File: src/rtl/charge_session_ctrl.sv
// charge_session_ctrl
//
// Session controller for the coin-operated charger. It tracks the paid amount
// and the remaining charge time as two-digit BCD values and counts the time
// down once charging starts. Every output comes straight from a register.
//
// Ports
//   clk         system clock (reduced 1000 Hz clock shared with the scanner)
//   rst_n       asynchronous active-low reset
//   power       single-cycle pulse, power/cancel button
//   coin        single-cycle pulse, one money unit inserted
//   start       single-cycle pulse, start-charging button
//   money_1/2   paid amount, BCD tens/ones
//   time_1/2    remaining time, BCD tens/ones
//   no_display  1 = display blanked
//   charging    1 = charger relay enabled
module charge_session_ctrl #(
  parameter int TICK_DIV      = 1000,
  parameter int MONEY_MAX     = 20,
  parameter int TIME_PER_COIN = 2,
  parameter int IDLE_TIMEOUT  = 10
) (
  input  logic       clk,
  input  logic       rst_n,
  input  logic       power,
  input  logic       coin,
  input  logic       start,
  output logic [3:0] money_1,
  output logic [3:0] money_2,
  output logic [3:0] time_1,
  output logic [3:0] time_2,
  output logic       no_display,
  output logic       charging
);

  localparam int PW = $clog2(TICK_DIV);
  localparam int IW = $clog2(IDLE_TIMEOUT + 1);
  localparam logic [PW-1:0] PRESC_LAST = PW'(TICK_DIV - 1);
  localparam logic [IW-1:0] IDLE_LAST  = IW'(IDLE_TIMEOUT - 1);
  localparam logic [6:0]    MONEY_CAP  = 7'(MONEY_MAX);

  typedef enum logic [1:0] {S_OFF, S_IDLE, S_WAIT, S_CHARGING} state_e;

  state_e        state_q, state_d;
  logic [7:0]    money_q, money_d;
  logic [7:0]    time_q, time_d;
  logic [PW-1:0] presc_q, presc_d;
  logic [IW-1:0] idle_q, idle_d;
  logic          no_display_q, no_display_d;
  logic          charging_q, charging_d;
  logic          tick;
  logic [6:0]    money_bin;
  logic [6:0]    money_inc;

  function automatic logic [6:0] bcd2bin(input logic [7:0] b);
    return {3'b000, b[7:4]} * 7'd10 + {3'b000, b[3:0]};
  endfunction

  function automatic logic [7:0] bin2bcd(input logic [6:0] v);
    logic [3:0] t;
    logic [3:0] o;
    t = 4'(v / 7'd10);
    o = 4'(v % 7'd10);
    return {t, o};
  endfunction

  // Bought time is clipped to what two digits can show.
  function automatic logic [7:0] money_to_time(input logic [6:0] m);
    int p;
    p = int'(m) * TIME_PER_COIN;
    if (p > 99) p = 99;
    return bin2bcd(7'(p));
  endfunction

  // Decimal borrow: x0 -> (x-1)9.
  function automatic logic [7:0] bcd_dec(input logic [7:0] b);
    if (b[3:0] == 4'd0) return {b[7:4] - 4'd1, 4'd9};
    return {b[7:4], b[3:0] - 4'd1};
  endfunction

  always_comb begin
    tick      = (presc_q == PRESC_LAST);
    money_bin = bcd2bin(money_q);
    // Coins past the cap are swallowed without changing anything.
    money_inc = (money_bin < MONEY_CAP) ? money_bin + 7'd1 : money_bin;

    state_d = state_q;
    money_d = money_q;
    time_d  = time_q;
    idle_d  = idle_q;

    case (state_q)
      S_OFF: begin
        if (power) state_d = S_IDLE;
      end
      S_IDLE: begin
        if (tick) idle_d = idle_q + IW'(1);
        if (power) begin
          state_d = S_OFF;
        end else if (coin) begin
          state_d = S_WAIT;
          money_d = 8'h01;
          time_d  = money_to_time(7'd1);
        end else if (tick && (idle_q == IDLE_LAST)) begin
          state_d = S_OFF;
        end
      end
      S_WAIT: begin
        if (power) begin
          state_d = S_OFF;
          money_d = 8'h00;
          time_d  = 8'h00;
        end else begin
          // A coin arriving together with start still counts toward the session.
          if (coin) begin
            money_d = bin2bcd(money_inc);
            time_d  = money_to_time(money_inc);
          end
          if (start) state_d = S_CHARGING;
        end
      end
      S_CHARGING: begin
        // Inputs are ignored here: the session is locked until time runs out.
        if (tick) begin
          time_d = bcd_dec(time_q);
          if (time_q == 8'h01) begin
            state_d = S_IDLE;
            money_d = 8'h00;
          end
        end
      end
      default: state_d = S_OFF;
    endcase

    // Every state entry restarts the time base so the first tick lands a full
    // TICK_DIV cycles later.
    if (state_d != state_q) begin
      presc_d = '0;
      idle_d  = '0;
    end else begin
      presc_d = tick ? '0 : presc_q + PW'(1);
    end

    no_display_d = (state_d == S_OFF);
    charging_d   = (state_d == S_CHARGING);
  end

  always_ff @(posedge clk or negedge rst_n) begin
    if (!rst_n) begin
      state_q      <= S_OFF;
      money_q      <= 8'h00;
      time_q       <= 8'h00;
      presc_q      <= '0;
      idle_q       <= '0;
      no_display_q <= 1'b1;
      charging_q   <= 1'b0;
    end else begin
      state_q      <= state_d;
      money_q      <= money_d;
      time_q       <= time_d;
      presc_q      <= presc_d;
      idle_q       <= idle_d;
      no_display_q <= no_display_d;
      charging_q   <= charging_d;
    end
  end

  assign money_1    = money_q[7:4];
  assign money_2    = money_q[3:0];
  assign time_1     = time_q[7:4];
  assign time_2     = time_q[3:0];
  assign no_display = no_display_q;
  assign charging   = charging_q;

endmodule
File: config.mk
export PLATFORM = sky130hd
export DESIGN_NAME = charge_session_ctrl
export DESIGN_NICKNAME = d
export VERILOG_FILES = /design/src/rtl/charge_session_ctrl.sv
export SDC_FILE = /design/constraint.sdc
export NUM_CORES = 1
export LEC_CHECK = 0
export BUFFER_PORTS_ARGS = -buffer_cell sky130_fd_sc_hd__buf_2
export CORE_ASPECT_RATIO = 0.8
export CORE_MARGIN = 3
export CORE_UTILIZATION = 55
export CTS_CLUSTER_DIAMETER = 150
export DETAILED_ROUTE_END_ITERATION = 8
export PLACE_DENSITY = 0.74
export SLEW_MARGIN = 0
export SYNTH_ARGS = -nofsm -noshare
export SYNTH_HDL_FRONTEND = slang
export SYNTH_SLANG_ARGS = --single-unit
File: constraint.sdc
create_clock -name clk -period 10.5 [get_ports clk]
set_input_delay 2.1 -clock clk [delete_from_list [all_inputs] [get_ports clk]]
set_output_delay 2.1 -clock clk [all_outputs]
set_load 0.02 [all_outputs]
Word-level counts from Yosys, hierarchy flattened
Cells that the tools add are included.

Input bits: 5. Output and inout port bits: 18. Flip-flop bits (word level): 34. Logic and storage cells: 83.

Mux-type cells: 37. Add/sub/neg operators: 6. Order comparisons: 2. Equal/unequal tests: 14. Multiply operators: 1. Divide/modulo/power cells: 4. Reduce and logical (&&, ||, !) cells: 11.

Operators with widths (count): two-way mux 8 bit (13); one-hot mux 8 bit (3 select lines) (2); two-way mux 7 bit (5); two-way mux 10 bit (2); two-way mux 2 bit (8); divider 7 x 4 -> 7 bit (second input constant) (2); remainder unit 7 x 4 -> 7 bit (second input constant) (2); two-way mux 4 bit (3); AND reduction 6 bit (2); adder 10 x 1 -> 10 bit (second input constant) (1); == test 10 bit (second input constant) (1); != test 2 bit (second input constant) (5); == test 8 x 1 -> 1 bit (second input constant) (1); greater-than comparator 8 x 7 -> 1 bit (second input constant) (1); one-hot mux 2 bit (4 select lines) (1); subtractor 4 x 1 -> 4 bit (second input constant) (2); adder 7 x 1 -> 7 bit (second input constant) (1); adder 7 x 4 -> 7 bit (1); less-than comparator 7 x 5 -> 1 bit (second input constant) (1); == test 2 bit (second input constant) (3); multiplier 4 x 3 -> 6 bit (second input constant) (1); AND reduction 5 bit (1); adder 4 x 1 -> 4 bit (second input constant) (1); == test 4 bit (second input constant) (1); other kinds (10) (14).

Longest topological paths before layout
Depth after elaboration: 13. Mapped depth: 26. Gate-level depth less buffers: 24.

Least setup slack after synthesis
No wires, ideal clock.

Kind: reg-to-reg. Start: register money_q[7]. End: register time_q[4]. Setup slack: 4.658 ns. Data required time: 10.374 ns. Cell stages (with the launch flop): 27. Path buffers: 2. Clock period less this slack: 5.842 ns. Library setup time: 0.126 ns. Data arrival time: 5.716 ns. Cell sequence: dfrtp_1 > ha_1 > ha_1 > inv_1 > fa_1 > buf_6 > xor3_1 > or3_1 > and2_1 > buf_6 > a211oi_4 > o21ai_1 > inv_1 > ha_1 > nand2_1 > o311ai_1 > xor2_1 > ha_1 > inv_1 > a21oi_1 > o21ai_2 > a311o_1 > mux2i_1 > ha_1 > nand2b_1 > nand2_1 > a221o_1.

Cells in the longest elaborated chain, start to end: 13. Elaborated cells on any way between the ends: 14. Those cells by class: add/sub: 2; mul: 1; div: 1; order compare: 2; mux: 8.

Ends and longest elaborated chain: start: declaration (line 45) `logic [7:0] money_q, money_d;`; start signal: assignment (line 159) `money_q <= money_d;`; multiplier 4 x 3 -> 6 bit (*) (line 56) `return {3'b000, b[7:4]} * 7'd10 + {3'b000, b[3:0]};`; adder 7 x 4 -> 7 bit (*) (line 56); adder 7 x 1 -> 7 bit / less-than comparator 7 x 5 -> 1 bit (equally long branches) (line 85) `money_inc = (money_bin < MONEY_CAP) ? money_bin + 7'd1 : money_bin;`; two-way mux 7 bit (*) (line 85); greater-than comparator 8 x 7 -> 1 bit (line 71) `if (p > 99) p = 99;`; two-way mux 7 bit (*) (line 71); two-way mux 7 bit (*) (line 115) `if (coin) begin`; two-way mux 7 bit (*) (line 109) `if (power) begin`; two-way mux 7 bit (*) (line 92) `case (state_q)`; divider 7 x 4 -> 7 bit (*) (line 62) `t = 4'(v / 7'd10);`; two-way mux 8 bit (*) (line 115); two-way mux 8 bit (*) (line 109); one-hot mux 8 bit (3 select lines) (*) (line 92); end signal: assignment (line 160) `time_q <= time_d;`; end: declaration (line 46) `logic [7:0] time_q, time_d;`.

Mark *: on every way between the ends. The rest lies on a longest branch, timed or not. The select of a mux whose other input is x is not followed. A chain may end at the register's enable or synchronous reset.

Worst setup path in the final report
Start: register money_q[7]. End: register time_q[2].

Cells in the longest elaborated chain, start to end: 13. Elaborated cells on any way between the ends: 14. Those cells by class: add/sub: 2; mul: 1; div: 1; order compare: 2; mux: 8.

Ends and longest elaborated chain: multiplier 4 x 3 -> 6 bit (*) (line 56); adder 7 x 4 -> 7 bit (*) (line 56); adder 7 x 1 -> 7 bit / less-than comparator 7 x 5 -> 1 bit (equally long branches) (line 85); two-way mux 7 bit (*) (line 85); greater-than comparator 8 x 7 -> 1 bit (line 71); two-way mux 7 bit (*) (line 71); two-way mux 7 bit (*) (line 115); two-way mux 7 bit (*) (line 109); two-way mux 7 bit (*) (line 92); remainder unit 7 x 4 -> 7 bit (*) (line 63) `o = 4'(v % 7'd10);`; two-way mux 8 bit (*) (line 115); two-way mux 8 bit (*) (line 109); one-hot mux 8 bit (3 select lines) (*) (line 92).

Marked as above.

==> summary.md <==
| Metric | Value |
|---|---|
| Crit path cell chain | ha_1, ha_1, inv_1, fa_1, xor3_1, or3_1, and2_1, a211oi_4, o21ai_1, inv_1, ha_1, nand2_1, o311ai_1, xor2_1, ha_1, inv_1, a21oi_1, nor2_1, a221oi_4, mux2i_1, ha_1, nand2b_1, and3_1, o31ai_1 |
| VDD IR max | 0.102 mV |
| Vias per cell | 6.38 |
| Synth Cell Area | 3430 sq um |
| Final setup viols | 0 |
| CP max stage cell | fa_1 |
| Crit path launch type | flop |
| Clk slew on worst S/H paths | 70 ps |
| Wire per inst | 16.3 um |
| R2r setup slk | 3730 ps |
| Ys async rst share | 100% |
| Largest net degree at the start of global routing | 35 |
| Syn. warnings | 0 |
| First-pass GRT wire length | 14800 um |
| Max Clock Skew | 8.03 ps |
| Number of global-route vias before repair | 3124 |
| Final #Nets | 468 |
| Worst Hold Class | reg2reg |
| Pre-antenna DRT Iters | 5 |
| Post-CTS setup repair buffer count | 0 |
| #FFs+latches synth | 34 |
| Slew margin rel. | 23.4% |
| CTS Hold Bufs | 0 |
| Crit path time final | 6770 ps |
| Initial antenna violation count | 0 |
| Clock buffer depth | 2 |
| Avg Cell Area, Syn | 8.00 sq um |
| Max Cap Viol | 0 |
| Crit path max fanout | 10 |
| Synth top area share | 24.1% |
| Largest cells by area after synthesis | dfrtp_1, ha_1, nor2_1, nand2_1, a21oi_1 |
| TritonCTS Buffers | 5 |
| Slowest Stage Delay on Critical Path | 660 ps |
| Met3 GRT Util | 3.85% |
| Row count | 25 |
| Area leader, netlist | dfrtp_1 |
| GR Util met2 | 37.3% |
| Post-Route Utilization | 61.4% |
| Dpl ws | 3900 ps |
| CTS Sinks | 34 |
| Routed WL | 8580 um |
| Crit Path Class | reg2reg |
| PwrDens | 162 nW/um^2 |
| Setup crit end kind | flop |
| GR Util met1 | 37.2% |
| Synth-to-Final Area Change | 7.01% |
| Port bufs | 22 |
| # DRC | 0 |
| Gpl congestion | 0.920 |
| CTS tree | built |
| Gr ovfl total | 0 |
| Worst path most repeated cell | ha_1 |
| Initial Utilization | 57.3% |
| DRT antenna net count | 0 |
| Core area | 5970 sq um |
| Synth cell types | 82 |
| LEAKAGE | 1.51 nW |
| Slew Viols, Final | 0 |
| Chip Height | 76.6 um |
| Via count | 3348 |
| Ratio of cells with drive above 1 in the final layout | 12.4% |
| Outcome | finished, final reports clean |
| Top-Level Pins | 23 |
| Final setup TNS | 0 ps |
| Most frequent cells after synthesis | nor2_1, nand2_1, dfrtp_1 |
| Worst Tran Pin Value | 1140 ps |
| Most frequent cell after synthesis | nor2_1 |
| Syn Nets | 453 |
| Ant diodes | 0 |
| CTS H-tree depth | 2 |
| Post-synth top flop | dfrtp_1 |
| DR iter-0 viols | 357 |
| CP bufs+invs | 3 |
| CTS resizes | 0 |
| Clk Latency, worst-skew pair | 290 ps |
| Final WS setup | 3730 ps |
| Die Wd | 94.2 um |
| Detailed placement HPWL | 6450 um |
| CTS Root Cell | clkbuf_8 |
| Mapped Cells | 428 |
| CP arrival | 6950 ps |
| Sequential area share after synthesis | 24.9% |
| Die area | 7220 sq um |
| Crit path max-delay family | adder cells |
| Tot GR Track Use | 24.8% |
| Most used routing layer in global routing | met2 |
| RSZ-0062 raised after global routing | false |
| Final Hold Fails | 0 |
| Worst Path Required | 10690 ps |
| Fmax | 148 MHz |
| Part of the cycle the worst path needs | 64.4% |
| EDFF count, synth | 0 |
-- sequential cells by signal, indices dropped and copies added, names as in the netlist --
name,count
presc_q,10
idle_q,4
no_display,1
state_q,2
time_q,8
charging,1
money_q,8
-- kinds of logic after synthesis --
kind of cell / count (synthesis) / synth area share [%]
AND/OR/NAND/NOR: 170 / 24.2
AO/OA/AOI/OAI: 129 / 29.0
buffers and inverters: 46 / 5.66
flip-flops: 34 / 24.9
XOR/XNOR: 24 / 7.01
adder cells (fa/ha/maj): 20 / 7.74
multiplexers: 5 / 1.53
-- routing by layer --
layer  routed length, um  vias up
li1                    -     1607
met5                   0        -
met2                3800      140
met1                4160     1584
met4                  95        0
met3                 525       17
-- stage by stage --
stage / power [mW] / cell area [sq um] / std cells / hold slack [ps]
finish: 0.594 / 3670 / 525 / 497
global route: 0.639 / 3670 / 525 / 528
CTS: 0.591 / 3670 / 525 / 493
detailed placement: 0.486 / 3570 / 517 / 483
global placement: 0.478 / 3570 / 517 / 477
floorplan: 0.414 / 3430 / 428 / 455
-- cells in the final DEF (no fill, tap or decap), drive strengths merged, types with 4 or more instances in the layout --
cell type / instances
a31oi: 5
inv: 30
a211o: 5
xnor2: 13
o31a: 4
nand3: 24
dfrtp: 33
o2111ai: 5
ha: 18
nand2: 42
a21oi: 25
o21ai: 27
nor3: 10
nor2: 48
and2: 7
a211oi: 4
nand2b: 8
buf: 24
nand4: 4
a21boi: 4
o31ai: 4
o211ai: 8
a22o: 4
nor2b: 5
nor4: 5
xor2: 10
clkbuf: 6
-- worst paths after layout --
path / start / to / depth (start not counted)
worst min register to register: presc_q[0] / presc_q[0] / 1
worst max-delay path: money_q[7] / time_q[2] / 24
min in group asynchronous: rst_n / presc_q[2] / 1
worst max register to register: money_q[7] / time_q[2] / 24
max in group asynchronous: rst_n / time_q[7] / 1
worst min-delay path: presc_q[0] / presc_q[0] / 1
-- power by group --
part           internal, mW  total [mW]  switching (mW)
Combinational         0.111       0.303           0.192
Clock                0.0527       0.103          0.0503
Sequential            0.154       0.187          0.0333
-- final cells by class --
| class | count | area, sq um |
|---|---|---|
| fillers | 535 | 2310 |
| clock inverters | 2 | 12.5 |
| flip-flops and latches | 34 | 852 |
| repair buffers | 24 | 125 |
| inverters | 30 | 113 |
| well taps | 81 | 101 |
| clock buffers | 6 | 82.6 |
| multi-input cells | 348 | 2380 |
Power figures use the tool's default switching activity.
